### src/rtl/mov_str_unit.sv
// MOV/STR execution unit: register write-back for MOV, req/ack store for STR.
// Optional byte store (STRB) is compiled in with `define MOV_STR_BYTE_EN.
module mov_str_unit #(
    parameter int DATA_W = 32,
    parameter int ADDR_W = 16,
    parameter int REG_AW = 4
) (
    input  logic                clk,
    input  logic                rst,
    input  logic                in_valid,
    output logic                in_ready,
    input  logic [1:0]          op,
    input  logic [DATA_W-1:0]   src_data,
    input  logic [REG_AW-1:0]   dst_reg,
    input  logic [ADDR_W-1:0]   base_addr,
    input  logic [ADDR_W-1:0]   offset,
    output logic                wb_en,
    output logic [REG_AW-1:0]   wb_reg,
    output logic [DATA_W-1:0]   wb_data,
    output logic                mem_req,
    output logic [ADDR_W-1:0]   mem_addr,
    output logic [DATA_W-1:0]   mem_wdata,
    output logic [DATA_W/8-1:0] mem_be,
    input  logic                mem_ack,
    output logic                done,
    output logic                err
);

    localparam int NB = DATA_W / 8;

    typedef enum logic [1:0] {
        IDLE,
        WB,
        REQ,
        ERR
    } state_t;

    state_t state, nxt;

    logic              accept;
    logic [ADDR_W-1:0] ea;
    logic              is_mov;
    logic              is_str;
    logic              is_strb;
    logic              is_store;
    logic [DATA_W-1:0] st_wdata;
    logic [NB-1:0]     st_be;

    assign accept = in_valid & in_ready;
    // Carry out of the address add is discarded: addresses wrap.
    assign ea     = base_addr + offset;
    assign is_mov = (op == 2'b00);
    assign is_str = (op == 2'b01);

`ifdef MOV_STR_BYTE_EN
    logic [ADDR_W-1:0] lane;

    assign is_strb = (op == 2'b10);
    assign lane    = ea % ADDR_W'(NB);

    always_comb begin
        st_wdata = src_data;
        st_be    = '1;
        if (is_strb) begin
            st_wdata = {NB{src_data[7:0]}};
            for (int i = 0; i < NB; i++) begin
                st_be[i] = (lane == ADDR_W'(i));
            end
        end
    end
`else
    assign is_strb  = 1'b0;
    assign st_wdata = src_data;
    assign st_be    = '1;
`endif

    assign is_store = is_str | is_strb;

    always_ff @(posedge clk or posedge rst) begin
        if (rst) begin
            state <= IDLE;
        end else begin
            state <= nxt;
        end
    end

    always_comb begin
        nxt      = state;
        in_ready = 1'b0;
        wb_en    = 1'b0;
        mem_req  = 1'b0;
        done     = 1'b0;
        err      = 1'b0;
        unique case (state)
            IDLE: begin
                in_ready = 1'b1;
                if (accept) begin
                    unique case (1'b1)
                        is_mov:   nxt = WB;
                        is_store: nxt = REQ;
                        default:  nxt = ERR;
                    endcase
                end
            end
            WB: begin
                wb_en = 1'b1;
                done  = 1'b1;
                nxt   = IDLE;
            end
            REQ: begin
                mem_req = 1'b1;
                if (mem_ack) begin
                    done = 1'b1;
                    nxt  = IDLE;
                end
            end
            ERR: begin
                err = 1'b1;
                nxt = IDLE;
            end
            default: nxt = IDLE;
        endcase
    end

    // Data outputs only change on the accept of the matching op class.
    always_ff @(posedge clk or posedge rst) begin
        if (rst) begin
            wb_reg    <= '0;
            wb_data   <= '0;
            mem_addr  <= '0;
            mem_wdata <= '0;
            mem_be    <= '0;
        end else if (accept) begin
            if (is_mov) begin
                wb_reg  <= dst_reg;
                wb_data <= src_data;
            end
            if (is_store) begin
                mem_addr  <= ea;
                mem_wdata <= st_wdata;
                mem_be    <= st_be;
            end
        end
    end

endmodule

### config.mk
export PLATFORM = sky130hd
export DESIGN_NAME = mov_str_unit
export DESIGN_NICKNAME = d
export VERILOG_FILES = /design/src/rtl/mov_str_unit.sv
export SDC_FILE = /design/constraint.sdc
export NUM_CORES = 1
export LEC_CHECK = 0
export CAP_MARGIN = 20
export CORE_AREA = 2 2 105 107
export DETAILED_ROUTE_END_ITERATION = 10
export DIE_AREA = 0 0 107 109
export PLACE_DENSITY = 0.76
export SYNTH_ARGS = -nofsm -noshare
export SYNTH_HDL_FRONTEND = slang
export SYNTH_SLANG_ARGS = --single-unit
### constraint.sdc
create_clock -name clk -period 3.1 [get_ports clk]
set_input_delay 0.93 -clock clk [delete_from_list [all_inputs] [get_ports clk]]
set_output_delay 0.93 -clock clk [all_outputs]
set_load 0.01 [all_outputs]
==> flow_metrics.env <==
export IMPL_status="complete, no violations"
export IMPL_yosysSeqAreaShare=0.5448
export IMPL_finalSetupViolations=0
export IMPL_synth_top_area_cell="dfrtp_1"
export IMPL_endpoint_kind="flip-flop"
export IMPL_ir_worst_vdd_uv=366.6
export IMPL_yosysWarnings=0
export IMPL_cts_path_max_buffers=2
export IMPL_cts_sinks=87
export IMPL_crit_fanout=5
export IMPL_cts_tree="done"
export IMPL_areaGrowthSynthToFinish_pct=51.28
export IMPL_grt_overflow_total=0
export IMPL_cp_arrival_ps=3120
export IMPL_max_freq_mhz=347.4
export IMPL_synthesis_nets=400
export IMPL_port_buffers=166
export IMPL_cp_slowest_cell="clkdlybuf4s50_1"
export IMPL_first_iter_violations=72
export IMPL_netlist_top_cells_count="87 x dfrtp_1, 71 x mux2_2, 22 x nand2_1, 19 x ha_1, 15 x o21ai_0"
export IMPL_place_area_um2=5853
export IMPL_initial_utilization=0.3769
export IMPL_fillCellCount=882
export IMPL_n_antenna_cell=0
export IMPL_slew_headroom=0.6996
export IMPL_synthAdderAreaFrac=0.06450
export IMPL_ant_nets=0
export IMPL_antenna_found_initial=0
export IMPL_worst_slack_ps=221.1
export IMPL_r2r_slack_ps=1270
export IMPL_cap_violations=0
export IMPL_die_w_um=107
export IMPL_rows=38
export IMPL_gp_congestion=0.8387
export IMPL_die_area_um2=11660
export IMPL_required_ps=3350
export IMPL_post_route_util=0.5702
export IMPL_design_area_um2=6046
export IMPL_power_density_nw_per_um2=873.3
export IMPL_post_route_period_util=0.9287
export IMPL_final_nets=569
export IMPL_synth_top_family_by_area="multiplexers"
export IMPL_ios=167
export IMPL_path_cells="clkdlybuf4s50_1 -> ha_1 -> fa_1 -> a21oi_1 -> o21ai_2 -> o21ba_4 -> a21bo_1 -> xor2_1 -> mux2_2"
export IMPL_drive_gt1_frac=0.2104
export IMPL_critical_path_max_stage_delay_ps=410
export IMPL_path_clk_slew_ps=90
export IMPL_fp_dieH_um=109
export IMPL_yosysMostFrequentCell="dfrtp_1"
export IMPL_syn_area_um2=3996
export IMPL_total_power_mw=5.280
export IMPL_synth_edff_count=0
export IMPL_power_leakage_nw=2.547
export IMPL_period_minus_slack_ps=2879
export IMPL_rsz0062_at_grt="false"
export IMPL_dp_hpwl_mm=6.652
export IMPL_clkLatencyLatePin_ps=350
export IMPL_clock_skew_ps=9.065
export IMPL_via_count=2991
export IMPL_startpoint_type="input port"
export IMPL_first_pass_iters=4
export IMPL_top_regs="mem_wdata x32, wb_data x32, mem_addr x16"
export IMPL_cts_buffers=9
export IMPL_ys_types=39
export IMPL_dp_slack_ps=-152.2
export IMPL_synth_area_mux_share=0.2001
export IMPL_post_drt_wl_per_cell_um=14.67
export IMPL_min_path_type="reg -> reg"
export IMPL_cts_root_buf="clkbuf_8"
export IMPL_hold_viol_final=0
export IMPL_synthCells=306
export IMPL_via_per_inst=4.824
export IMPL_grt_pass1_vias=2952
export IMPL_slew_viol_final=0
export IMPL_setup_tns_final_ps=0
export IMPL_yosysTopAreaCellShare=0.5448
export IMPL_grt_max_degree=88
export IMPL_synth_compound_area_share=0.09173
export IMPL_yosys_area_share_simple=0.04540
export IMPL_critical_path_class="in -> reg"
export IMPL_worst_slew_pin_slew_ps=450.6
export IMPL_ys_top_cells_by_area="dfrtp_1 54%, mux2_2 20%, ha_1 5.9%"
export IMPL_grt_usage=0.1600
export IMPL_avgSynthCellArea_um2=13.06
export IMPL_synth_seq_cells=87
export IMPL_synth_flop_cell="dfrtp_1"
export IMPL_cts_htree_levels=3
export IMPL_synth_xor_area_frac=0.03068
export IMPL_synthArstFlopShare=1.000
export IMPL_finalWirelength_mm=9.093
export IMPL_core_area_um2=10600
export IMPL_grt_pass1_wl_mm=14.41
export IMPL_drc_errors=0
==> critical path, delay by kind of cell <==
family,cells,cell delay [ps]
AO/OA/AOI/OAI,4,780
adder cells (fa/ha/maj),2,620
buffers and inverters,1,410
multiplexers,1,260
XOR/XNOR,1,130
==> final timing paths <==
path	startpoint	endpoint	depth (start not counted)
min in group asynchronous	rst	mem_wdata[25]	3
max	offset[0]	mem_addr[8]	9
min reg2reg	mem_addr[7]	mem_addr[7]	2
max in group asynchronous	rst	wb_data[30]	3
max reg2reg	state[0]	wb_data[5]	5
min	mem_addr[7]	mem_addr[7]	2
==> layout by cell type, fill, tap and decap left out, drive strengths merged, types with 6 or more instances in the layout <==
| cell | netlist | routed |
|---|---|---|
| a21oi | 13 | 13 |
| o21ai | 23 | 23 |
| dfrtp | 87 | 87 |
| buf | 10 | 6 |
| clkbuf | 4 | 11 |
| ha | 19 | 19 |
| xnor2 | 6 | 6 |
| xor2 | 8 | 8 |
| mux2 | 71 | 71 |
| clkdlybuf4s50 | 0 | 165 |
| nand2 | 22 | 22 |
==> layout make-up <==
type                    count  area [µm²]  share of cell area
repair buffers            172        1747              0.2889
well taps                 140       175.2             0.02897
flip-flops and latches     87        2177              0.3601
inverters                   5       22.52            0.003725
clock inverters             5       58.81            0.009727
multi-input cells         200        1734              0.2868
clock buffers              11       131.4             0.02173
==> power breakdown <==
part           total [mW]  leakage (nW)  internal (mW)  switching, mW
Clock               0.775        0.0895          0.373          0.401
Sequential           1.99          1.04           1.70          0.289
Combinational        2.52          1.41           1.58          0.936
==> metal layers <==
metal | track usage | part of all wire | up-vias | routed length, µm
li1 | - | - | 1431 | -
met1 | 0.1900 | 0.43 | 1422 | 3944
met2 | 0.2675 | 0.47 | 124 | 4271
met3 | 0.04901 | 0.079 | 14 | 720
met4 | 0.07328 | 0.017 | 0 | 156
met5 | 0 | 0 | - | 0
==> metrics by stage <==
stage	hold WS [ps]	cells
after global placement	460.3	604
final	482.3	620
after global routing	519.8	620
after floorplan	497.3	306
after detailed placement	473.8	604
after CTS	492.7	620
==> kinds of logic after synthesis <==
group | Yosys count
buf+inv | 19
simple gates | 40
fa+ha+maj | 20
flops | 87
mux | 71
xor+xnor | 14
compound gates | 55
==> timing repair <==
item	CTS	global route
setup buffers	0	0
gates resized for setup	0	1
hold buffers	0	0
setup endpoints to repair	0	1
No activity file was read; power rests on OpenSTA's default activity.
